File: src/rtl/hvsync_decoder_pkg.sv
// Shared types and defaults for the hvsync_decoder slice: lock FSM states,
// the 9-bit position type and the default H/V timing constants.
package hvsync_decoder_pkg;

  typedef logic [8:0] pos_t;

  localparam pos_t POS_MAX = 9'd511;

  typedef enum logic [1:0] {
    LOCK_SEARCH = 2'd0,
    LOCK_CHECK  = 2'd1,
    LOCK_LOCKED = 2'd2
  } lock_state_e;

  localparam int H_EDGE_X_DEF   = 283;
  localparam int V_EDGE_Y_DEF   = 256;
  localparam int H_ACTIVE_DEF   = 256;
  localparam int V_ACTIVE_DEF   = 240;
  localparam int LOCK_COUNT_DEF = 4;
  localparam int H_MIN_LEN_DEF  = 64;

  function automatic pos_t sat_inc(input pos_t v);
    return (v == POS_MAX) ? v : v + 9'd1;
  endfunction

endpackage

File: src/rtl/period_lock.sv
// Measures the clock count between sync edges and locks once LOCK_COUNT
// consecutive equal, plausible periods have been seen.
module period_lock
  import hvsync_decoder_pkg::*;
#(
  parameter int LOCK_COUNT = LOCK_COUNT_DEF,
  parameter int MIN_LEN    = H_MIN_LEN_DEF
) (
  input  logic       clk,
  input  logic       reset,
  input  logic       sync_edge,
  output logic       locked,
  output logic [8:0] period_len
);

  localparam logic [1:0] SEARCH = LOCK_SEARCH;
  localparam logic [1:0] CHECK  = LOCK_CHECK;
  localparam logic [1:0] LOCKED = LOCK_LOCKED;

  localparam int              CW         = $clog2(LOCK_COUNT + 1);
  localparam logic [CW-1:0]   MATCH_LAST = CW'(LOCK_COUNT - 2);
  localparam pos_t            MIN_PERIOD = pos_t'(MIN_LEN);

  logic [1:0]    state;
  pos_t          period_cnt;
  pos_t          prev_period;
  logic [CW-1:0] match_cnt;
  logic          miss;

  logic period_valid;
  logic period_same;

  assign period_valid = (period_cnt >= MIN_PERIOD);
  assign period_same  = (period_cnt == prev_period);

  always_ff @(posedge clk) begin
    if (reset) begin
      state       <= SEARCH;
      period_cnt  <= '0;
      prev_period <= '0;
      match_cnt   <= '0;
      miss        <= 1'b0;
      locked      <= 1'b0;
      period_len  <= '0;
    end else begin
      // The edge cycle itself is the first clock of the next period, so the
      // count seen at the following edge equals the full line length.
      if (sync_edge) begin
        period_cnt  <= 9'd1;
        prev_period <= period_cnt;
      end else begin
        period_cnt <= sat_inc(period_cnt);
      end

      if (period_cnt == POS_MAX) begin
        state     <= SEARCH;
        locked    <= 1'b0;
        match_cnt <= '0;
        miss      <= 1'b0;
      end else if (sync_edge) begin
        case (state)
          SEARCH: begin
            state     <= CHECK;
            match_cnt <= '0;
          end
          CHECK: begin
            if (period_valid && period_same) begin
              match_cnt <= match_cnt + 1'b1;
              if (match_cnt == MATCH_LAST) begin
                state      <= LOCKED;
                locked     <= 1'b1;
                period_len <= period_cnt;
                miss       <= 1'b0;
              end
            end else begin
              match_cnt <= '0;
            end
          end
          LOCKED: begin
            if (period_cnt == period_len) begin
              miss <= 1'b0;
            end else if (miss) begin
              state     <= SEARCH;
              locked    <= 1'b0;
              miss      <= 1'b0;
              match_cnt <= '0;
            end else begin
              miss <= 1'b1;
            end
          end
          default: begin
            state  <= SEARCH;
            locked <= 1'b0;
          end
        endcase
      end
    end
  end

endmodule

File: src/rtl/hvsync_decoder.sv
// Recovers hpos/vpos, lock status and the active area from raw active-low
// hsync/vsync. Define HVSYNC_DECODER_SYNC_EN to add a 2-flop input synchronizer.
module hvsync_decoder
  import hvsync_decoder_pkg::*;
#(
  parameter int H_EDGE_X   = H_EDGE_X_DEF,
  parameter int V_EDGE_Y   = V_EDGE_Y_DEF,
  parameter int H_ACTIVE   = H_ACTIVE_DEF,
  parameter int V_ACTIVE   = V_ACTIVE_DEF,
  parameter int LOCK_COUNT = LOCK_COUNT_DEF,
  parameter int H_MIN_LEN  = H_MIN_LEN_DEF
) (
  input  logic       clk,
  input  logic       reset,
  input  logic       hsync,
  input  logic       vsync,
  output logic [8:0] hpos,
  output logic [8:0] vpos,
  output logic       h_locked,
  output logic       v_locked,
  output logic [8:0] line_len,
  output logic [8:0] frame_lines,
  output logic       display_on
);

  logic hs_in;
  logic vs_in;

`ifdef HVSYNC_DECODER_SYNC_EN
  localparam int SYNC_LAT = 2;
  logic [1:0] hs_sync;
  logic [1:0] vs_sync;

  always_ff @(posedge clk) begin
    if (reset) begin
      hs_sync <= 2'b11;
      vs_sync <= 2'b11;
    end else begin
      hs_sync <= {hs_sync[0], hsync};
      vs_sync <= {vs_sync[0], vsync};
    end
  end

  assign hs_in = hs_sync[1];
  assign vs_in = vs_sync[1];
`else
  localparam int SYNC_LAT = 0;
  assign hs_in = hsync;
  assign vs_in = vsync;
`endif

  // The synchronizer delays edge detection, so the load value moves with it.
  localparam pos_t H_LOAD = pos_t'(H_EDGE_X + SYNC_LAT);
  localparam pos_t V_LOAD = pos_t'(V_EDGE_Y);
  localparam pos_t H_VIS  = pos_t'(H_ACTIVE);
  localparam pos_t V_VIS  = pos_t'(V_ACTIVE);

  logic hs_q, hs_prev, vs_q, vs_prev;
  logic hs_fall, vs_fall;

  // NOTE: state updates use non-blocking assignments so every register sees
  // the pre-edge values; history resets high to match an idle sync line.
  always_ff @(posedge clk) begin
    if (reset) begin
      hs_q    <= 1'b1;
      hs_prev <= 1'b1;
      vs_q    <= 1'b1;
      vs_prev <= 1'b1;
    end else begin
      hs_q    <= hs_in;
      hs_prev <= hs_q;
      vs_q    <= vs_in;
      vs_prev <= vs_q;
    end
  end

  assign hs_fall = hs_prev & ~hs_q;
  assign vs_fall = vs_prev & ~vs_q;

  period_lock #(
    .LOCK_COUNT (LOCK_COUNT),
    .MIN_LEN    (H_MIN_LEN)
  ) u_h_lock (
    .clk        (clk),
    .reset      (reset),
    .sync_edge  (hs_fall),
    .locked     (h_locked),
    .period_len (line_len)
  );

  logic h_wrap;
  logic v_wrap;

  assign h_wrap = h_locked && !hs_fall && (hpos >= line_len - 9'd1);
  assign v_wrap = v_locked && (vpos >= frame_lines - 9'd1);

  always_ff @(posedge clk) begin
    if (reset) begin
      hpos <= '0;
      vpos <= '0;
    end else begin
      if (hs_fall)     hpos <= H_LOAD;
      else if (h_wrap) hpos <= '0;
      else             hpos <= sat_inc(hpos);

      if (vs_fall)     vpos <= V_LOAD;
      else if (h_wrap) vpos <= v_wrap ? '0 : sat_inc(vpos);
    end
  end

  pos_t line_cnt;
  pos_t prev_lines;

  always_ff @(posedge clk) begin
    if (reset) begin
      line_cnt    <= '0;
      prev_lines  <= '0;
      frame_lines <= '0;
      v_locked    <= 1'b0;
    end else begin
      if (vs_fall) begin
        // An hsync edge coinciding with vsync belongs to the new frame.
        line_cnt   <= hs_fall ? 9'd1 : 9'd0;
        prev_lines <= line_cnt;
        if (h_locked && (line_cnt == prev_lines)) begin
          v_locked    <= 1'b1;
          frame_lines <= line_cnt;
        end else begin
          v_locked <= 1'b0;
        end
      end else if (hs_fall) begin
        line_cnt <= sat_inc(line_cnt);
      end
      if (!h_locked) v_locked <= 1'b0;
    end
  end

  always_ff @(posedge clk) begin
    if (reset) display_on <= 1'b0;
    else       display_on <= h_locked & v_locked & (hpos < H_VIS) & (vpos < V_VIS);
  end

endmodule

File: config.mk
export PLATFORM = sky130hd
export DESIGN_NAME = hvsync_decoder
export DESIGN_NICKNAME = d
export VERILOG_FILES = /design/src/rtl/hvsync_decoder_pkg.sv /design/src/rtl/period_lock.sv /design/src/rtl/hvsync_decoder.sv
export SDC_FILE = /design/constraint.sdc
export NUM_CORES = 1
export LEC_CHECK = 0
export ABC_AREA = 1
export BUFFER_PORTS_ARGS = -buffer_cell sky130_fd_sc_hd__buf_2
export CORE_MARGIN = 4
export CORE_UTILIZATION = 36
export DETAILED_ROUTE_END_ITERATION = 7
export PLACE_DENSITY = 0.64
export SKIP_CTS_REPAIR_TIMING = 1
export SLEW_MARGIN = 20
export SYNTH_ARGS = -nofsm -noshare
export SYNTH_HDL_FRONTEND = slang
export SYNTH_SLANG_ARGS = --single-unit
File: constraint.sdc
create_clock -name clk -period 3.4 [get_ports clk]
set_input_delay 0.34 -clock clk [delete_from_list [all_inputs] [get_ports clk]]
set_output_delay 0.34 -clock clk [all_outputs]
set_load 0.05 [all_outputs]
# After elaboration in Yosys (flattened, before gate mapping)
# Index checks and enable logic that the tools add are counted.
[word_totals]
reg_bits = 85
input_bits = 4
out_inout_bits = 39
elab_cells = 120
[op_classes]
bitwise_logic = 10
n_eq_ne = 19
mux = 33
reduce_logical = 25
add_sub_neg = 7
order_cmp = 5
[op_table]
columns = ["operator", "n"]
rows = [
  ["$mux W9", 10],
  ["$add A9 B1 Y9 const B", 4],
  ["$eq A9 B9 Y1 const B", 4],
  ["$eq A9 B9 Y1", 3],
  ["$ge A9 B9 Y1", 2],
  ["$sub A9 B1 Y9 const B", 2],
  ["$mux W1", 12],
  ["$reduce_and A5 Y1", 2],
  ["$ge A9 B7 Y1 const B", 1],
  ["$lt A9 B8 Y1 const B", 1],
  ["$lt A9 B9 Y1 const B", 1],
  ["$mux W3", 3],
  ["$pmux W3 S3", 1],
  ["$mux W2", 4],
  ["$ne A2 B2 Y1 const B", 4],
  ["$reduce_and A2 Y1", 4],
  ["$reduce_and A4 Y1", 2],
  ["$reduce_or A2 Y1", 4],
  ["$ne A2 B1 Y1 const B", 3],
  ["$ne A3 B3 Y1 const B", 2],
  ["$pmux W2 S3", 1],
  ["$reduce_and A6 Y1", 1],
  ["$reduce_bool A2 Y1", 3],
  ["$and A1 B1 Y1", 5],
  ["12 further kinds", 20],
]

# Logic depth before layout (Yosys ltp)
[depth]
depth_word = 7
mapped_depth = 18
mapped_depth_nobuf = 18

# Cells and area by module
# From an unflattened synthesis, not the netlist that was laid out.
[unflattened]
cells_unflattened = 689
hier_area_um2 = 4808.4
[by_module_without_submodules]
columns = ["module", "instances", "area_each_um2", "seq_area_each_um2", "cells_each"]
rows = [
  ["hvsync_decoder", 1, 3040.4, 1021.0, 433],
  ["period_lock", 1, 1767.9, 680.7, 256],
]

# Worst setup path before layout
# No wires, ideal clock.
[synth_timing]
path_type = "reg2reg"
start = "register frame_lines[0]"
end = "register vpos[1]"
arrival_time_ps = 2774
synth_period_minus_slack_ps = 2891
setup_slack_ps = 509
n_path_buf = 1
setup_ps = 117
stages_incl_launch_ff = 18
required_ps = 3283
path_cell_list = "dfxtp_1 -> inv_1 -> ha_1 -> nand2_1 -> nor3_1 -> nor3b_1 -> xnor2_1 -> ha_1 -> nand2_1 -> nor2_1 -> nand3_1 -> nand4_1 -> nand2_1 -> buf_6 -> a21oi_4 -> nand2_1 -> o21ai_0 -> nor2_1"
[synth_via]
elab_chain_cells = 5
elab_cells_between_ends = 6
classes_between = "add/sub (1); order compare (1); eq/ne (1); mux (1); reduce/logical (2)"
[synth_rtl]
columns = ["element", "line_no", "source"]
rows = [
  ["start, declared", "hvsync_decoder.sv:22", "output logic [8:0] frame_lines,"],
  ["start signal, assigned", "hvsync_decoder.sv:127", "frame_lines <= line_cnt;"],
  ["$sub A9 B1 Y9 (*)", "hvsync_decoder.sv:95", "assign v_wrap = v_locked && (vpos >= frame_lines - 9'd1);"],
  ["$ge A9 B9 Y1 (*)", "hvsync_decoder.sv:95", ""],
  ["$logic_and A1 B1 Y1 (*)", "hvsync_decoder.sv:95", ""],
  ["$ne A2 B2 Y1 (no line)", "n/a", ""],
  ["$reduce_and A2 Y1 (no line)", "n/a", ""],
  ["end signal, assigned", "hvsync_decoder.sv:107", "else if (h_wrap) vpos <= v_wrap ? '0 : sat_inc(vpos);"],
  ["end, declared", "hvsync_decoder.sv:18", "output logic [8:0] vpos,"],
]
# Mark *: on every way between the ends. The rest lies on a longest branch, timed or not.
# A chain may end at the register's enable or synchronous reset.

# Final worst setup path
# Same ends and word-level chain as after synthesis.

==> flow_summary.toml <==
[critical_path]
worstSetupStartpoint = "frame_lines[0]"
rrSetupSlack_ps = 530
cp.required_ps = 3620
path_class = "reg -> reg"
cp-endpoint = "vpos[1]"
crit_top_cell = "nand2_1"
critical_path.slowest_cell = "a21oi_4"
path_cells = "inv_1 > ha_1 > nand2_1 > nor3_1 > nor3b_1 > xnor2_1 > ha_1 > nand2_1 > nor2_1 > nand3_1 > nand4_1 > nand2_1 > a21oi_4 > nand2_1 > o21ai_0 > nor2_1"
worst_ep_arrival_time_ps = 3100
reg2reg_from = "frame_lines[0]"
critical_path.max_fanout = 11
critical-path-max-stage-delay_ps = 350
r2r.worst_path.cells = 16
startpoint_type = "flop"
crit_buf_inv = 1
cp-end-kind = "flop"
worst_r2r_endpoint = "vpos[1]"
critical_path_depth = 16
critical-path-top-delay-family = "simple AND/OR/NAND/NOR gates"

[cells_and_area]
areaGrowthSynthToFinish_pct = 12.57
diodes = 0
design_area_mm2 = 0.005368
final_cell_mix = "nand2_1 (141), dfxtp_1 (85), inv_1 (72)"
fin_util = 0.4202
layoutNonFillerInstCount = 877
drive_gt1_frac = 0.1248
final_common_cell = "nand2_1"
nets = 736

[routing]
drt-wirelength-per-cell_um = 12.26
drt_first_pass_iters = 5
vias = 4242
drt-total-wl_um = 10750
drc = 0
antenna_left = 0
drtIter0Drc = 314
viasPerCell = 4.837

[synth]
synthAdderAreaFrac = 0.08134
synthArstFlopShare = 0
synth_ff_type = "dfxtp_1"
synthSimpleGateAreaFrac = 0.2837
syn_avg_cell_area_um2 = 7.160
synth-edff-count = 0
synth-seq-cells = 85
synth.distinct_cells = 42
syn_area_mm2 = 0.004768
synth_nets = 701
synth_top_family_by_area = "simple AND/OR/NAND/NOR gates"
netlist_instances = 666
synth_compound_area_frac = 0.1388
yosysSeqAreaShare = 0.3569
synthMuxAreaShare = 0
synth_warnings = 0
synth-xor-area-share = 0.05694

[clock_network]
cts.sinks = 85
clk_pin_slew_ps = 60
cts_buffer_depth = 2
cts-root-buf = "clkbuf_16"
htreeDepth = 3
clkLatencyLatePin_ps = 340
cts_made_buffers = 9
cts_tree = "built"

[place]
placedCellCount = 862
place_ws_ps = 534.8
numPortBuffers = 42
place_area_mm2 = 0.005101
place.detailed.hpwl_um = 8007
gp_congestion = 0.8173

[power_and_ir_drop]
seqPwrFrac = 0.496
power_mw = 2.121
pwr-share-comb = 0.080
powerDensity_mw_per_mm2 = 395.2
switchingPower_mw = 0.5372
p_int_mw = 1.584
leakagePower_nw = 2.334
switching_share = 0.2533
ir_worst_vdd_uv = 280.0
clockPowerShare = 0.424

[status]
status = "completed"

[hold_path]
hold_start = "hsync"
holdCritPathClass = "in -> reg"

[grt]
grt_usage = 0.1494
grt_max_degree = 35
grt_pass1_vias = 3855
grt_pass1_wl_um = 18320
overflow = 0
antenna_found_initial = 0

[sta]
finalHoldViolCount = 0
setup_violations = 0
grt_setup_unrepaired = "false"
fmax_mhz = 347.8
skew_ps = 7.421
slew_headroom = 0.5169
period_share = 0.8456
fin_crit_ps = 2875
worst_slew_pin_slew_ps = 724.6
hold_ws_ps = 187.4
drv_slew = 0
final.setup.tns_ps = 0
setup_slack_ps = 525.1

[die]
die_x_um = 123.1
die_y_um = 123.1
ios = 43
design.die.area_mm2 = 0.01515
start_util = 0.3733
rows = 41
core-area_mm2 = 0.01277

[run]
drv_cap = 0
[cell type report]
cell class	instances	area, um^2
fill	1328	7406
multi-input combinational	483	2674
sequential	85	1702
inverter	80	300.3
clock buffer	10	239.0
tap	172	215.2
timing repair buffer	42	210.2
clock inverter	5	27.53
[kinds of logic after synthesis]
logic type,Yosys count
xor+xnor,31
flops,85
compound gates,120
simple gates,301
buf+inv,98
fa+ha+maj,31
[flip-flops by register name (all words and copies together) (netlist names), 9 cells and up]
| register | count |
|---|---|
| frame_lines | 9 |
| hpos | 9 |
| line_cnt | 9 |
| prev_lines | 9 |
| u_h_lock.period_cnt | 9 |
| u_h_lock.period_len | 9 |
| u_h_lock.prev_period | 9 |
| vpos | 9 |
[how the worst min path moves through the flow]
stage / endpoint / depth (start not counted)
floorplan: hs_prev / 2
global placement: hs_prev / 2
detailed placement: hs_prev / 2
CTS: hs_q / 2
global route: hs_q / 2
finish: hs_q / 2
[cells in the mapped netlist (3+ instances only)]
cell      instances  area, um^2
a31oi_1           3       18.77
xor2_1           13       113.9
or2_2             8       50.05
nor2_1           68       255.2
clkbuf_1         10       37.54
a21oi_1          61       305.3
nand2_1         141       529.3
o21ai_0          37       185.2
inv_2             8       30.03
buf_2             3       15.01
inv_1            72       270.3
nand4_1          14       87.58
nand3b_1          4       30.03
nor3_1           12       60.06
dfxtp_1          85        1702
a211oi_1         11       82.58
nand3_1          33       165.2
nand2_2           4       25.02
ha_1             31       387.9
nor2_2            3       18.77
xnor2_1          18       157.7
[power by group through the flow]
stage               registers, mW  logic [mW]  clock network (mW)
floorplan                    1.09       0.115                   0
global route                 1.06       0.194               0.959
CTS                          1.05       0.172               0.918
global placement             1.07       0.170                   0
finish                       1.05       0.171               0.898
detailed placement           1.07       0.172                   0
[layer usage]
metal  GRT usage  wire length [um]
met2      0.2422              4786
met1      0.2042              5452
met4     0.04360               143
met5           0                 0
met3     0.02653               368
(Power assumes the default switching activity.)
